<file path="config.mk">
export PLATFORM = sky130hd
export DESIGN_NAME = spi_subordinate_controller
export DESIGN_NICKNAME = d
export VERILOG_FILES = /design/src/rtl/spi_subordinate_controller.sv
export SDC_FILE = /design/constraint.sdc
export NUM_CORES = 1
export LEC_CHECK = 0
export BUFFER_PORTS_ARGS = -buffer_cell sky130_fd_sc_hd__buf_2
export CAP_MARGIN = 40
export CORE_MARGIN = 2
export CORE_UTILIZATION = 30
export DETAILED_ROUTE_END_ITERATION = 10
export GPL_ROUTABILITY_DRIVEN = 0
export PLACE_DENSITY = 0.52
export SYNTH_ARGS = -nofsm -noshare
export SYNTH_HDL_FRONTEND = slang
export SYNTH_SLANG_ARGS = --single-unit
</file>
<file path="constraint.sdc">
create_clock -name i_clock -period 2.2 [get_ports i_clock]
set_clock_uncertainty 0.2 [all_clocks]
set_input_delay 0 -clock i_clock [delete_from_list [all_inputs] [get_ports i_clock]]
set_output_delay 0 -clock i_clock [all_outputs]
set_load 0.03 [all_outputs]
</file>
<file path="src/rtl/spi_subordinate_controller.sv">
// SPI subordinate: oversamples the SPI pins in the system clock domain, deserializes MOSI onto
// a valid/ready RX port and serializes a one-entry TX buffer onto MISO.
module spi_subordinate_controller #(
  parameter bit         CPOL         = 1'b0,
  parameter bit         CPHA         = 1'b0,
  parameter logic [7:0] TX_IDLE_BYTE = 8'hFF
) (
  input  logic       i_clock,
  input  logic       i_reset_n,
  input  logic       i_sclk,
  input  logic       i_mosi,
  input  logic       i_cs,
  output logic       o_miso,
  output logic       o_miso_oe,
  output logic [7:0] o_rx_data,
  output logic       o_rx_valid,
  input  logic       i_rx_ready,
  output logic       o_rx_overrun,
  input  logic [7:0] i_tx_data,
  input  logic       i_tx_valid,
  output logic       o_tx_ready,
  output logic       o_tx_underrun,
  output logic       o_busy
);

  typedef enum logic [0:0] {StIdle, StActive} state_e;

  state_e     r_state;
  state_e     w_state_next;

  logic       r_sclk_meta, r_sclk_s, r_sclk_d;
  logic       r_mosi_meta, r_mosi_s;
  logic       r_cs_meta, r_cs_s;

  logic [6:0] r_rx_shift;
  logic [2:0] r_bit_cnt;
  logic [7:0] r_rx_data;
  logic       r_rx_valid;
  logic       r_rx_overrun;
  logic [7:0] r_tx_shift;
  logic [7:0] r_tx_buf;
  logic       r_tx_full;
  logic       r_tx_underrun;
  logic       r_miso;

  logic       w_cs_fall, w_cs_rise;
  logic       w_rise, w_fall, w_lead, w_trail;
  logic       w_in_xfer, w_sample, w_shift, w_load;

  // Two-flop synchronizers plus one delayed copy of sclk for edge detection.
  always_ff @(posedge i_clock or negedge i_reset_n) begin
    if (!i_reset_n) begin
      r_sclk_meta <= CPOL;
      r_sclk_s    <= CPOL;
      r_sclk_d    <= CPOL;
      r_mosi_meta <= 1'b0;
      r_mosi_s    <= 1'b0;
      r_cs_meta   <= 1'b1;
      r_cs_s      <= 1'b1;
    end else begin
      r_sclk_meta <= i_sclk;
      r_sclk_s    <= r_sclk_meta;
      r_sclk_d    <= r_sclk_s;
      r_mosi_meta <= i_mosi;
      r_mosi_s    <= r_mosi_meta;
      r_cs_meta   <= i_cs;
      r_cs_s      <= r_cs_meta;
    end
  end

  // Transfer state register.
  always_ff @(posedge i_clock or negedge i_reset_n) begin
    if (!i_reset_n) begin
      r_state <= StIdle;
    end else begin
      r_state <= w_state_next;
    end
  end

  // Next state follows synchronized cs; flags mark the cs_s falling and rising cycles.
  always_comb begin
    w_state_next = r_state;
    w_cs_fall    = 1'b0;
    w_cs_rise    = 1'b0;
    unique case (r_state)
      StIdle: begin
        if (!r_cs_s) begin
          w_state_next = StActive;
          w_cs_fall    = 1'b1;
        end
      end
      StActive: begin
        if (r_cs_s) begin
          w_state_next = StIdle;
          w_cs_rise    = 1'b1;
        end
      end
      default: w_state_next = StIdle;
    endcase
  end

  // SCLK edge roles for the configured mode; edges count only inside an active transfer.
  always_comb begin
    w_rise    = r_sclk_s && !r_sclk_d;
    w_fall    = !r_sclk_s && r_sclk_d;
    w_lead    = CPOL ? w_fall : w_rise;
    w_trail   = CPOL ? w_rise : w_fall;
    w_in_xfer = (r_state == StActive) && !r_cs_s;
    w_sample  = w_in_xfer && (CPHA ? w_trail : w_lead);
    w_shift   = w_in_xfer && (CPHA ? w_lead : w_trail);
    // With CPHA=0 the only shift edge seen at bit_cnt==0 is the one after bit 7 was sampled.
    w_load    = (w_shift && (r_bit_cnt == 3'd0)) || (w_cs_fall && !CPHA);
  end

  // RX deserializer and handshake.
  always_ff @(posedge i_clock or negedge i_reset_n) begin
    if (!i_reset_n) begin
      r_rx_shift   <= '0;
      r_bit_cnt    <= '0;
      r_rx_data    <= '0;
      r_rx_valid   <= 1'b0;
      r_rx_overrun <= 1'b0;
    end else begin
      r_rx_overrun <= 1'b0;
      if (r_rx_valid && i_rx_ready) begin
        r_rx_valid <= 1'b0;
      end
      if (w_cs_fall || w_cs_rise) begin
        r_bit_cnt  <= '0;
        r_rx_shift <= '0;
      end else if (w_sample) begin
        r_rx_shift <= {r_rx_shift[5:0], r_mosi_s};
        r_bit_cnt  <= r_bit_cnt + 3'd1;
        if (r_bit_cnt == 3'd7) begin
          r_rx_data    <= {r_rx_shift, r_mosi_s};
          r_rx_valid   <= 1'b1;
          r_rx_overrun <= r_rx_valid && !i_rx_ready;
        end
      end
    end
  end

  // TX buffer, shifter and registered MISO.
  always_ff @(posedge i_clock or negedge i_reset_n) begin
    if (!i_reset_n) begin
      r_tx_shift    <= '0;
      r_tx_buf      <= '0;
      r_tx_full     <= 1'b0;
      r_tx_underrun <= 1'b0;
      r_miso        <= 1'b0;
    end else begin
      r_tx_underrun <= 1'b0;
      r_miso        <= r_tx_shift[7];
      if (w_cs_rise) begin
        r_tx_shift <= '0;
      end else if (w_load) begin
        r_tx_shift    <= r_tx_full ? r_tx_buf : TX_IDLE_BYTE;
        r_tx_underrun <= !r_tx_full;
      end else if (w_shift) begin
        r_tx_shift <= {r_tx_shift[6:0], 1'b0};
      end
      // A write coinciding with a load into an empty buffer is kept for the next load.
      if (w_load && r_tx_full) begin
        r_tx_full <= 1'b0;
      end else if (i_tx_valid && !r_tx_full) begin
        r_tx_full <= 1'b1;
        r_tx_buf  <= i_tx_data;
      end
    end
  end

  assign o_miso        = r_miso;
  assign o_miso_oe     = (r_state == StActive);
  assign o_busy        = (r_state == StActive);
  assign o_rx_data     = r_rx_data;
  assign o_rx_valid    = r_rx_valid;
  assign o_rx_overrun  = r_rx_overrun;
  assign o_tx_ready    = !r_tx_full;
  assign o_tx_underrun = r_tx_underrun;

endmodule

</file>
==> Word level (Yosys, flattened, before mapping) <==
Index checks and enable logic that the tools add are counted.
{ "op_classes": {"add_sub_neg": 1, "n_eq_ne": 1, "n_mux": 23, "n_bitwise": 2, "n_reduce_logical": 23} }
{ "op_table": {"columns": ["op", "count"], "rows": [
  ["$mux 8", 4],
  ["$mux 1", 15],
  ["$mux 7", 2],
  ["$logic_and 1x1->1", 10],
  ["$mux 3", 2],
  ["$logic_not 1->1", 5],
  ["$reduce_bool 2->1", 2],
  ["$add 3x1->3 const B", 1],
  ["$eq 3x3->1 const B", 1],
  ["$logic_not 3->1", 1],
  ["$reduce_and 3->1", 1],
  ["$reduce_bool 3->1", 1],
  ["$logic_or 1x1->1", 2],
  ["$not 1->1", 2],
  ["$reduce_and 2->1", 1]
]} }
{ "word_totals": {"regBits": 47, "inputBits": 15, "output_inout_bits": 15, "word_cells": 68} }

==> Logic depth before layout (Yosys ltp) <==
Gate-level depths: netlist of run 1.
{ "logic_depth": {"word_depth": 8, "ltp_mapped": 6, "mapped_depth_nobuf": 5} }

==> Worst setup path before layout of run 1 <==
Ideal clock, no wire load.
{ "synth_path": {"path_type": "register to register", "from": "register r_state, in the netlist o_busy", "to": "register r_tx_shift[7]", "setup_ns": 0.122, "arrival_ns": 1.629, "setup_slack_ns": 0.249, "path_stages_with_launch": 6, "n_path_buf": 1, "period_less_slack_ns": 1.951, "cell_sequence": "dfrtp_1 > inv_1 > ha_1 > buf_2 > or3_1 > a32o_1"} }
{ "synth_via": {"elab_chain_len": 6} }
{ "synth_rtl": {"columns": ["element", "line", "rtl"], "rows": [
  ["start: declaration", "28", "state_e r_state;"],
  ["start signal: assignment", "74", "r_state <= StIdle;"],
  ["start signal: assignment", "76", "r_state <= w_state_next;"],
  ["$logic_and 1x1->1", "108", "w_in_xfer = (r_state == StActive) && !r_cs_s;"],
  ["$logic_and 1x1->1", "110", "w_shift = w_in_xfer && (CPHA ? w_lead : w_trail);"],
  ["$logic_and 1x1->1", "112", "w_load = (w_shift && (r_bit_cnt == 3'd0)) || (w_cs_fall && !CPHA);"],
  ["$logic_or 1x1->1", "112", null],
  ["$mux 8", "156", "end else if (w_load) begin"],
  ["$mux 8", "154", "if (w_cs_rise) begin"],
  ["end signal: assignment", "157", "r_tx_shift <= r_tx_full ? r_tx_buf : TX_IDLE_BYTE;"],
  ["end signal: assignment", "160", "r_tx_shift <= {r_tx_shift[6:0], 1'b0};"],
  ["end: declaration", "40", "logic [7:0] r_tx_shift;"]
]} }
Parallel ways exist; a longest one is shown, timed or not.
A chain may end at the register's enable or synchronous reset.

==> Worst setup path after layout of run 1 <==
{ "layout_path": {"from": "register r_bit_cnt[0]", "to": "register r_tx_shift[1]"} }
{ "layout_via": {"elab_chain_len": 5} }
{ "layout_rtl": {"columns": ["element", "line", "rtl"], "rows": [
  ["start: declaration", "36", "logic [2:0] r_bit_cnt;"],
  ["start signal: assignment", "133", "r_bit_cnt <= r_bit_cnt + 3'd1;"],
  ["$logic_not 3->1 (*)", "112", null],
  ["$logic_and 1x1->1 (*)", "112", null],
  ["$logic_or 1x1->1 (*)", "112", null],
  ["$mux 8", "156", null],
  ["$mux 8", "154", null]
]} }
Mark *: on every way between the ends. The rest lies on a longest branch, timed or not.

==> results of run 1 <==
## synth_stat cells
library cell	instances
sky130_fd_sc_hd__nor2_4	1
sky130_fd_sc_hd__buf_2	2
sky130_fd_sc_hd__nand2_1	1
sky130_fd_sc_hd__xnor2_1	1
sky130_fd_sc_hd__o21ai_0	7
sky130_fd_sc_hd__a21o_1	1
sky130_fd_sc_hd__buf_6	1
sky130_fd_sc_hd__a32o_1	7
sky130_fd_sc_hd__dfrtp_1	45
sky130_fd_sc_hd__nor3b_4	1
sky130_fd_sc_hd__mux2_2	16
sky130_fd_sc_hd__and2_1	1
sky130_fd_sc_hd__nor2b_1	18
sky130_fd_sc_hd__a21oi_4	1
sky130_fd_sc_hd__dfstp_2	2
sky130_fd_sc_hd__nor4_1	1
sky130_fd_sc_hd__ha_1	6
sky130_fd_sc_hd__mux2i_1	9
sky130_fd_sc_hd__o22ai_1	1
sky130_fd_sc_hd__or3_1	7
sky130_fd_sc_hd__buf_4	2
sky130_fd_sc_hd__nand3b_4	1
sky130_fd_sc_hd__nand3b_1	1
sky130_fd_sc_hd__inv_1	8
sky130_fd_sc_hd__clkbuf_1	2
sky130_fd_sc_hd__o31a_1	1
sky130_fd_sc_hd__o21bai_1	1
sky130_fd_sc_hd__nor3_1	1
sky130_fd_sc_hd__o2bb2ai_1	1
## cell families after synthesis
kind of cell	after synthesis
simple gates	33
mux	25
fa+ha+maj	6
xor+xnor	1
compound gates	20
buf+inv	15
flops	47
## sequential cells by signal (all words and copies together), names as in the netlist
register and flops:
r_mosi_s 1, r_sclk_d 1, o_rx_valid 1, r_tx_buf 8, r_rx_shift 7, r_tx_full 1
r_mosi_meta 1, r_tx_shift 8, o_rx_data 8, r_cs_s 1, o_miso 1, r_sclk_s 1
r_bit_cnt 3, r_cs_meta 1, o_busy 1, o_rx_overrun 1, r_sclk_meta 1, o_tx_underrun 1
## worst paths after layout
path                            cells past startpoint             to  slack, ns
worst max register to register                      5  r_tx_shift[1]       0.22
worst max-delay path                                5  r_tx_shift[1]       0.22
worst min-delay path                                4      r_tx_full      0.006
max in group asynchronous                           3    r_tx_buf[5]       0.58
min in group asynchronous                           3   r_bit_cnt[2]       0.06
worst min register to register                      0         r_cs_s       0.16
## worst reg2reg max path, stage by stage (launching register included)
cell and delay [ns]:
sky130_fd_sc_hd__dfrtp_1 0.41, sky130_fd_sc_hd__inv_1 0.07, sky130_fd_sc_hd__ha_1 0.15, sky130_fd_sc_hd__nor2b_1 0.53
sky130_fd_sc_hd__o21ai_0 0.21, sky130_fd_sc_hd__a32o_1 0.30
## through the flow
stage	utilization, %	setup slack [ns]	instance area [sq um]
5_1_grt	39.2	0.0630	2500
3_3_place_gp	34.9	0.282	2230
2_1_floorplan	-	0.249	2000
3_5_place_dp	34.9	0.233	2230
6_report	39.2	0.224	2500
4_1_cts	39.2	0.222	2500
## power by group
part | switching, mW | internal [mW] | total (mW)
clock | 0.267 | 0.454 | 0.721
combinational | 0.148 | 0.165 | 0.313
sequential | 0.0656 | 0.971 | 1.04
total | 0.481 | 1.59 | 2.07
## layout make-up
cell class              instances  share of cell area [%]
clock buffers                   6                    2.90
clock inverters                 2                    2.40
repair buffers                 47                    12.6
well taps                      77                    3.85
multi-input cells              85                    30.0
inverters                       8                    1.20
flip-flops and latches         47                    47.1
## metal layers
layer | vias to the layer above | part of all wire, % | GRT usage (%)
met5 | - | 0 | 0
met4 | 0 | 0.52 | 2.16
met3 | 5 | 4.2 | 3.18
met2 | 22 | 51 | 18.1
met1 | 606 | 44 | 13.4
li1 | 605 | - | -
## timing repair
action / CTS / global route
endpoints found under the hold margin: 58 / 0
hold buffers: 14 / 0
gates resized for setup: 0 / 0
==> run summary, run 1 <==
The all-layer global routing usage is 10.6%. When the netlist entered floorplanning its net count stood at 168. The initialized floorplan defines 29 standard-cell rows. The main combinational cell family by area after synthesis is multiplexers.

The run gives 1,362 as the via count of the first global-routing pass. For this run, the post-layout net count is 215. Compared with the post-synthesis result, the final layout area differs by 25.0%. The tools report the sequential share of the synthesized area as 58.9%. The count of buffering cells on the critical path with inverters included is 1.

The maximum count of clock buffers along a single path was 2; the measured slew at the worst slew-check pin was 0.834 ns. The region available for standard cell placement spans 6390 sq um. Using the TritonRoute via totals, the vias-per-cell ratio works out to 4.55. The register bit count reported by yosys is 47, and the portion of the clock cycle consumed by the worst path in the final layout is 89.8%.

Across the run, the number of max-cap violations was 0. The number of H-tree branching levels is 2. The cell chosen for the clock root was sky130_fd_sc_hd__clkbuf_8.

In this run the worst setup path begins at r_bit_cnt[0]. In this run the remaining antenna-violating nets after routing total 0. For this design, the slowest cell found on the critical path is sky130_fd_sc_hd__nor2b_1.

By area the synthesized netlist is led by sky130_fd_sc_hd__dfrtp_1 (56%), sky130_fd_sc_hd__mux2_2 (9.0%), sky130_fd_sc_hd__nor2b_1 (5.6%), sky130_fd_sc_hd__mux2i_1 (4.5%), sky130_fd_sc_hd__ha_1 (3.8%). Yosys printed 0 warnings. The delay of the slowest cell on the worst path came out at 0.53 ns.

The power after layout is 2.07 mW, and the compound-gate portion of the synthesized area is 8.00%. The number of buffer cells added on primary ports is 29. The logs give 0 for the number of failing hold endpoints at the final stage and 30 for the count of boundary I/O pins. The overall routed net length was 3690 um; the max-slew headroom at the worst pin was 44.2%. At the worst endpoint, the arrival time is 1.95 ns. The count of buffers added by post-CTS timing repair for setup is 0, and the overall overflow remaining after global route is 0. The routed wire length per instance came out at 13.6 um. Adding up every negative setup slack in the final design gives 0 ns.

The area share of fa/ha/maj cells after synthesis is 3.75%. The run finished with clean final reports. Half-perimeter wire length of the detailed placement result: 2700 um. After detailed routing, the number of remaining DRC violations is 0. Counting the fill cells in the layout gives 614.

Across the VDD grid, the largest voltage drop is 343 uV. Of the total synthesized cell area, the portion taken by XOR and XNOR cells is 0.437%. The cell class contributing the biggest share of worst-path delay is simple AND/OR/NAND/NOR gates. The highest clock rate was 506 MHz. Summing the areas of all and, or, nand and nor instances in the mapped netlist gives 11.8% of the synthesized area. The logs give 4 for the first-pass detailed-route iteration total and 29 for the count of different cell masters after synthesis. Setup violations remaining at the end of the flow were counted as 0. A synthesized cell averages 13.6 sq um.

After clock tree synthesis, the clock-pin slew on the worst setup and hold paths is 0.08 ns. Total power divided by cell area: 827 nW/um^2. Floorplan die area: 7340 sq um. Hold is met by 0.00595 ns. The later pin in the worst-skew pair is clocked with a latency of 0.29 ns. The worst register-to-register path begins at r_bit_cnt[0].

The number of sinks on the clock net is 47. The kind of launch point of the worst setup path was a flip-flop. The min-delay analysis places its worst path in the category in2reg.

The logs give 1.23 nW for the leakage power of the design and 1180 sq um for the sequential standard cell area. The run gives 29 as the pin count of the biggest net entering global routing. The required time of the critical path came out at 2.18 ns.

Final max-slew violation count: 0. Setup repair after global routing left no endpoint under its margin. After technology mapping, the gate count stands at 147. The initial antenna violation count came out at 0. Start point of the worst hold path: i_tx_valid.

The signal on the critical path passes through inv_1 -> ha_1 -> nor2b_1 -> o21ai_0 -> a32o_1. Leaving out filler cells and counting taps, the final layout contains 272. The share of layout cells above drive strength 1 is 31.8%.

Post-layout minimum cycle time: 1.98 ns. Startpoint-to-endpoint class of the critical path: reg2reg. In the layout the commonest cells are sky130_fd_sc_hd__dfrtp_1 (45), sky130_fd_sc_hd__buf_2 (29), sky130_fd_sc_hd__nor2b_1 (18).

Once the floorplan was initialized, standard cells occupied 31.3% of the core. STA classifies the critical path endpoint as a flip-flop. The area of the multi-input gates is 749 sq um, and the clock buffer count from CTS is 5. The cell type contributing the most total cell area after synthesis was sky130_fd_sc_hd__dfrtp_1. TritonCTS built the clock tree. The routed layout has 1,238 vias. The area of the mapped netlist is 2000 sq um, and the overall die height is 85.7 um.

The number of antenna diodes in the final layout is 0. The first routing iteration left 43 violations. The first global-routing pass estimated 6270 um of wire.

The largest fanout on the critical path is 14. The number of placed instances, taps included, is 250. The horizontal die dimension was 85.7 um; the portion of synthesized cell area occupied by the leading cell type was 56.2%. The most frequent standard cell in the layout excluding fill and tap cells is sky130_fd_sc_hd__dfrtp_1. Of the post-synthesis cell area, the part taken by muxes is 13.5%.
No activity file was read; power rests on OpenSTA's default activity.
==> run 2, diff against run 1 <==
--- a/config.mk
+++ b/config.mk
@@ -7,10 +7,9 @@
 export LEC_CHECK = 0
 export BUFFER_PORTS_ARGS = -buffer_cell sky130_fd_sc_hd__buf_2
 export CAP_MARGIN = 40
-export CORE_MARGIN = 2
+export CORE_MARGIN = 1.5
 export CORE_UTILIZATION = 30
 export DETAILED_ROUTE_END_ITERATION = 10
-export GPL_ROUTABILITY_DRIVEN = 0
 export PLACE_DENSITY = 0.52
 export SYNTH_ARGS = -nofsm -noshare
 export SYNTH_HDL_FRONTEND = slang
==> run summary, run 2 (synthesis gave the netlist of run 1 again) <==
The run gives 1.39 mW (-12%) as the internal power summed over all cells. Clock transition time at the flip-flop clock pins of the worst setup and hold paths: 0.09 ns (about the same). Setup repair after global routing left no endpoint under its margin.

The number of design rule violations left after detail routing came out at 0 (unchanged). The area added between synthesis and finish came out at 23.4%. Total core area: 6390 sq um (unchanged). The total inserted antenna cells is 0 (unchanged), and the count of boundary I/O pins is 30 (unchanged). The met3 track demand over resource in global routing came out at 3.44% (+0.27 points). The tools report the setup TNS as 0 ns (unchanged). Post-cts repair resize count: 0 (unchanged). The final net count was 216 (+0.47%); the initial cell density of the core was 31.3% (unchanged). The max-slew headroom at the worst pin came out at 42.0% (-2.2 points). The post-layout instance area was 2470 sq um (-1.3%). Clock latency on the worst-skew pair: 0.30 ns (about the same). The number of cell rows is 29 (unchanged), and the sequential share of power is 55.0% (+4.9 points). The logs give 0 (unchanged) for the final max-slew violation count and 0 (unchanged) for the antenna violation net count after detailed routing. The violation count after the first detailed-routing iteration is 35 (-19%). The library cell used most frequently in the layout, excluding fill and tap cells, is sky130_fd_sc_hd__dfrtp_1. For the final standard cell utilization of the core, the log shows 38.7% (-0.49 points).

The total power divided by cell area is 764 nW/um^2 (-7.6%). The most used routing layer was met2. The cell with the largest stage delay on the worst path was sky130_fd_sc_hd__nor2b_1.

The run gives 0.498 mW (+3.6%) as the net switching power figure. The critical path in this run is classified as reg2reg. The worst setup path is launched from a flip-flop. TritonCTS built the clock tree.

The average via count per standard cell is 4.58 (+0.52%). The final number of setup-violating endpoints is 0 (unchanged), and the instance count on the critical path is 5 (unchanged). The all-layer global routing usage is 11.5% (+0.86 points). The pin count of the biggest net entering global routing came out at 29 (unchanged).

The number of buffer cells added on primary ports is 29 (unchanged), and the overall overflow remaining after global route is 0 (unchanged). In this design, the largest share of critical-path delay is due to simple AND/OR/NAND/NOR gates. The library cells used most frequently in the layout, excluding fill and tap cells, are sky130_fd_sc_hd__dfrtp_1 (45), sky130_fd_sc_hd__buf_2 (29), sky130_fd_sc_hd__nor2b_1 (18). The power after layout came out at 1.89 mW (-8.8%). Portion of the clock cycle consumed by the worst path in the final layout: 91.8% (+2.0 points). The max-cap check violation count was 0 (unchanged). The fraction of power spent switching nets was 26.4% (+3.1 points); the clock buffer count from CTS was 5 (unchanged). The floorplan die area came out at 7170 sq um (-2.3%). The measured slew at the worst slew-check pin was 0.867 ns (+0.0330 ns). The part of the power in the clock network came out at 28.1% (-6.7 points). The routed wire length per instance was 13.8 um (+2.1%). The maximum count of clock buffers along a single path was 2 (unchanged); the number of failing hold endpoints at the final stage was 0 (unchanged). The number of H-tree branching levels is 2 (unchanged). The worst hold-check path type was in2async. The run finished with clean final reports.

The tools report the cell chosen for the clock root as sky130_fd_sc_hd__clkbuf_8. The run gives 6600 um (+5.4%) as the wire length of the first global-routing pass. The run gives 2.01 ns (+0.06 ns) as the arrival time at the worst endpoint. The delay of the slowest cell on the worst path came out at 0.55 ns (+0.02 ns). The run gives 1.21 nW (-1.1%) as the leakage power of the design. The count of buffering cells on the critical path with inverters included came out at 1 (unchanged). The global routing usage on met1 is 13.6% (+0.16 points), and the required time of the critical path is 2.19 ns (about the same). The tools report the standard cell area after detailed placement as 2230 sq um (unchanged).

For the initial antenna violation count, the log shows 0 (unchanged). The kind of capture point of the worst setup path was a flip-flop. The logs give 0.747 for the final weighted congestion of routability-driven global placement and 495 MHz (-2.1%) for the highest clock rate. Via count: 1,249 (+0.89%). The post-layout minimum cycle time came out at 2.02 ns (+0.0434 ns). The largest voltage drop on the vdd net came out at 372 uV (+8.2%). The logs give 47 (unchanged) for the number of sinks on the clock net and 3780 um (+2.5%) for the overall routed net length. The worst reg-to-reg path cell count is 5 (unchanged), and the share of layout cells above drive strength 1 is 31.6% (-0.16 points). The final worst hold slack is 0.0555 ns (+0.0495 ns). The met2 layer usage reported by global route is 20.3% (+2.2 points), and the largest fanout on the critical path is 14 (unchanged). The signal on the critical path passes through inv_1 -> ha_1 -> nor2b_1 -> o21ai_0 -> a32o_1.

The run gives 2730 um (+1.4%) as the half-perimeter wire length of the detailed placement result. Via count of the first global-routing pass: 1,449 (+6.4%). The first-pass detailed-route iteration total was 2 (-2). For the number of buffers added to fix hold violations after cts, the log shows 15 (+1). The count of buffers added by post-CTS timing repair for setup came out at 0 (unchanged). The overall die height was 84.7 um (-1.2%).

The horizontal die dimension is 84.7 um (-1.2%), and the combinational group share of total power is 17.0% (+1.9 points).
==> run 2: per-layer routing <==
metal	vias to the layer above	wire length (um)
li1	603	-
met1	615	1610
met2	23	1960
met3	8	165
met4	0	42
met5	-	0
==> run 2: tightest hold or removal path, stage by stage <==
cell,delay (ns)
sky130_fd_sc_hd__dlygate4sd3_1,0.52
sky130_fd_sc_hd__buf_2,0.12
sky130_fd_sc_hd__buf_4,0.32
==> run 2: path summary, 6_finish.rpt <==
path	from	end	slack, ns
max	r_bit_cnt[0]	r_tx_shift[4]	0.18
min	i_reset_n	o_busy	0.06
max reg2reg	r_bit_cnt[0]	r_tx_shift[4]	0.18
min reg2reg	r_cs_meta	r_cs_s	0.16
max in group asynchronous	i_reset_n	r_tx_buf[5]	0.55
min in group i_clock	i_cs	r_cs_meta	0.15
==> run 2: through the flow <==
step,std cells,setup WS [ns]
2_1_floorplan,147,0.249
3_3_place_gp,250,0.286
3_5_place_dp,250,0.222
4_1_cts,273,0.188
5_1_grt,273,0.0132
6_report,273,0.181
==> run 2: area by class of cell <==
| class | count | area (sq um) |
|---|---|---|
| clock buffers | 7 | 86.3 |
| clock inverters | 1 | 5.00 |
| fillers | 608 | 3920 |
| inverters | 8 | 30.0 |
| multi-input cells | 85 | 749 |
| flip-flops and latches | 47 | 1180 |
| well taps | 77 | 96.3 |
| repair buffers | 48 | 325 |
==> run 2: power groups by stage <==
stage | Clock [mW] | Sequential, mW | Combinational (mW)
6_report | 0.530 | 1.04 | 0.320
5_1_grt | 0.585 | 1.05 | 0.356
4_1_cts | 0.547 | 1.04 | 0.327
3_5_place_dp | 0 | 1.06 | 0.305
3_3_place_gp | 0 | 1.05 | 0.287
2_1_floorplan | 0 | 1.04 | 0.213
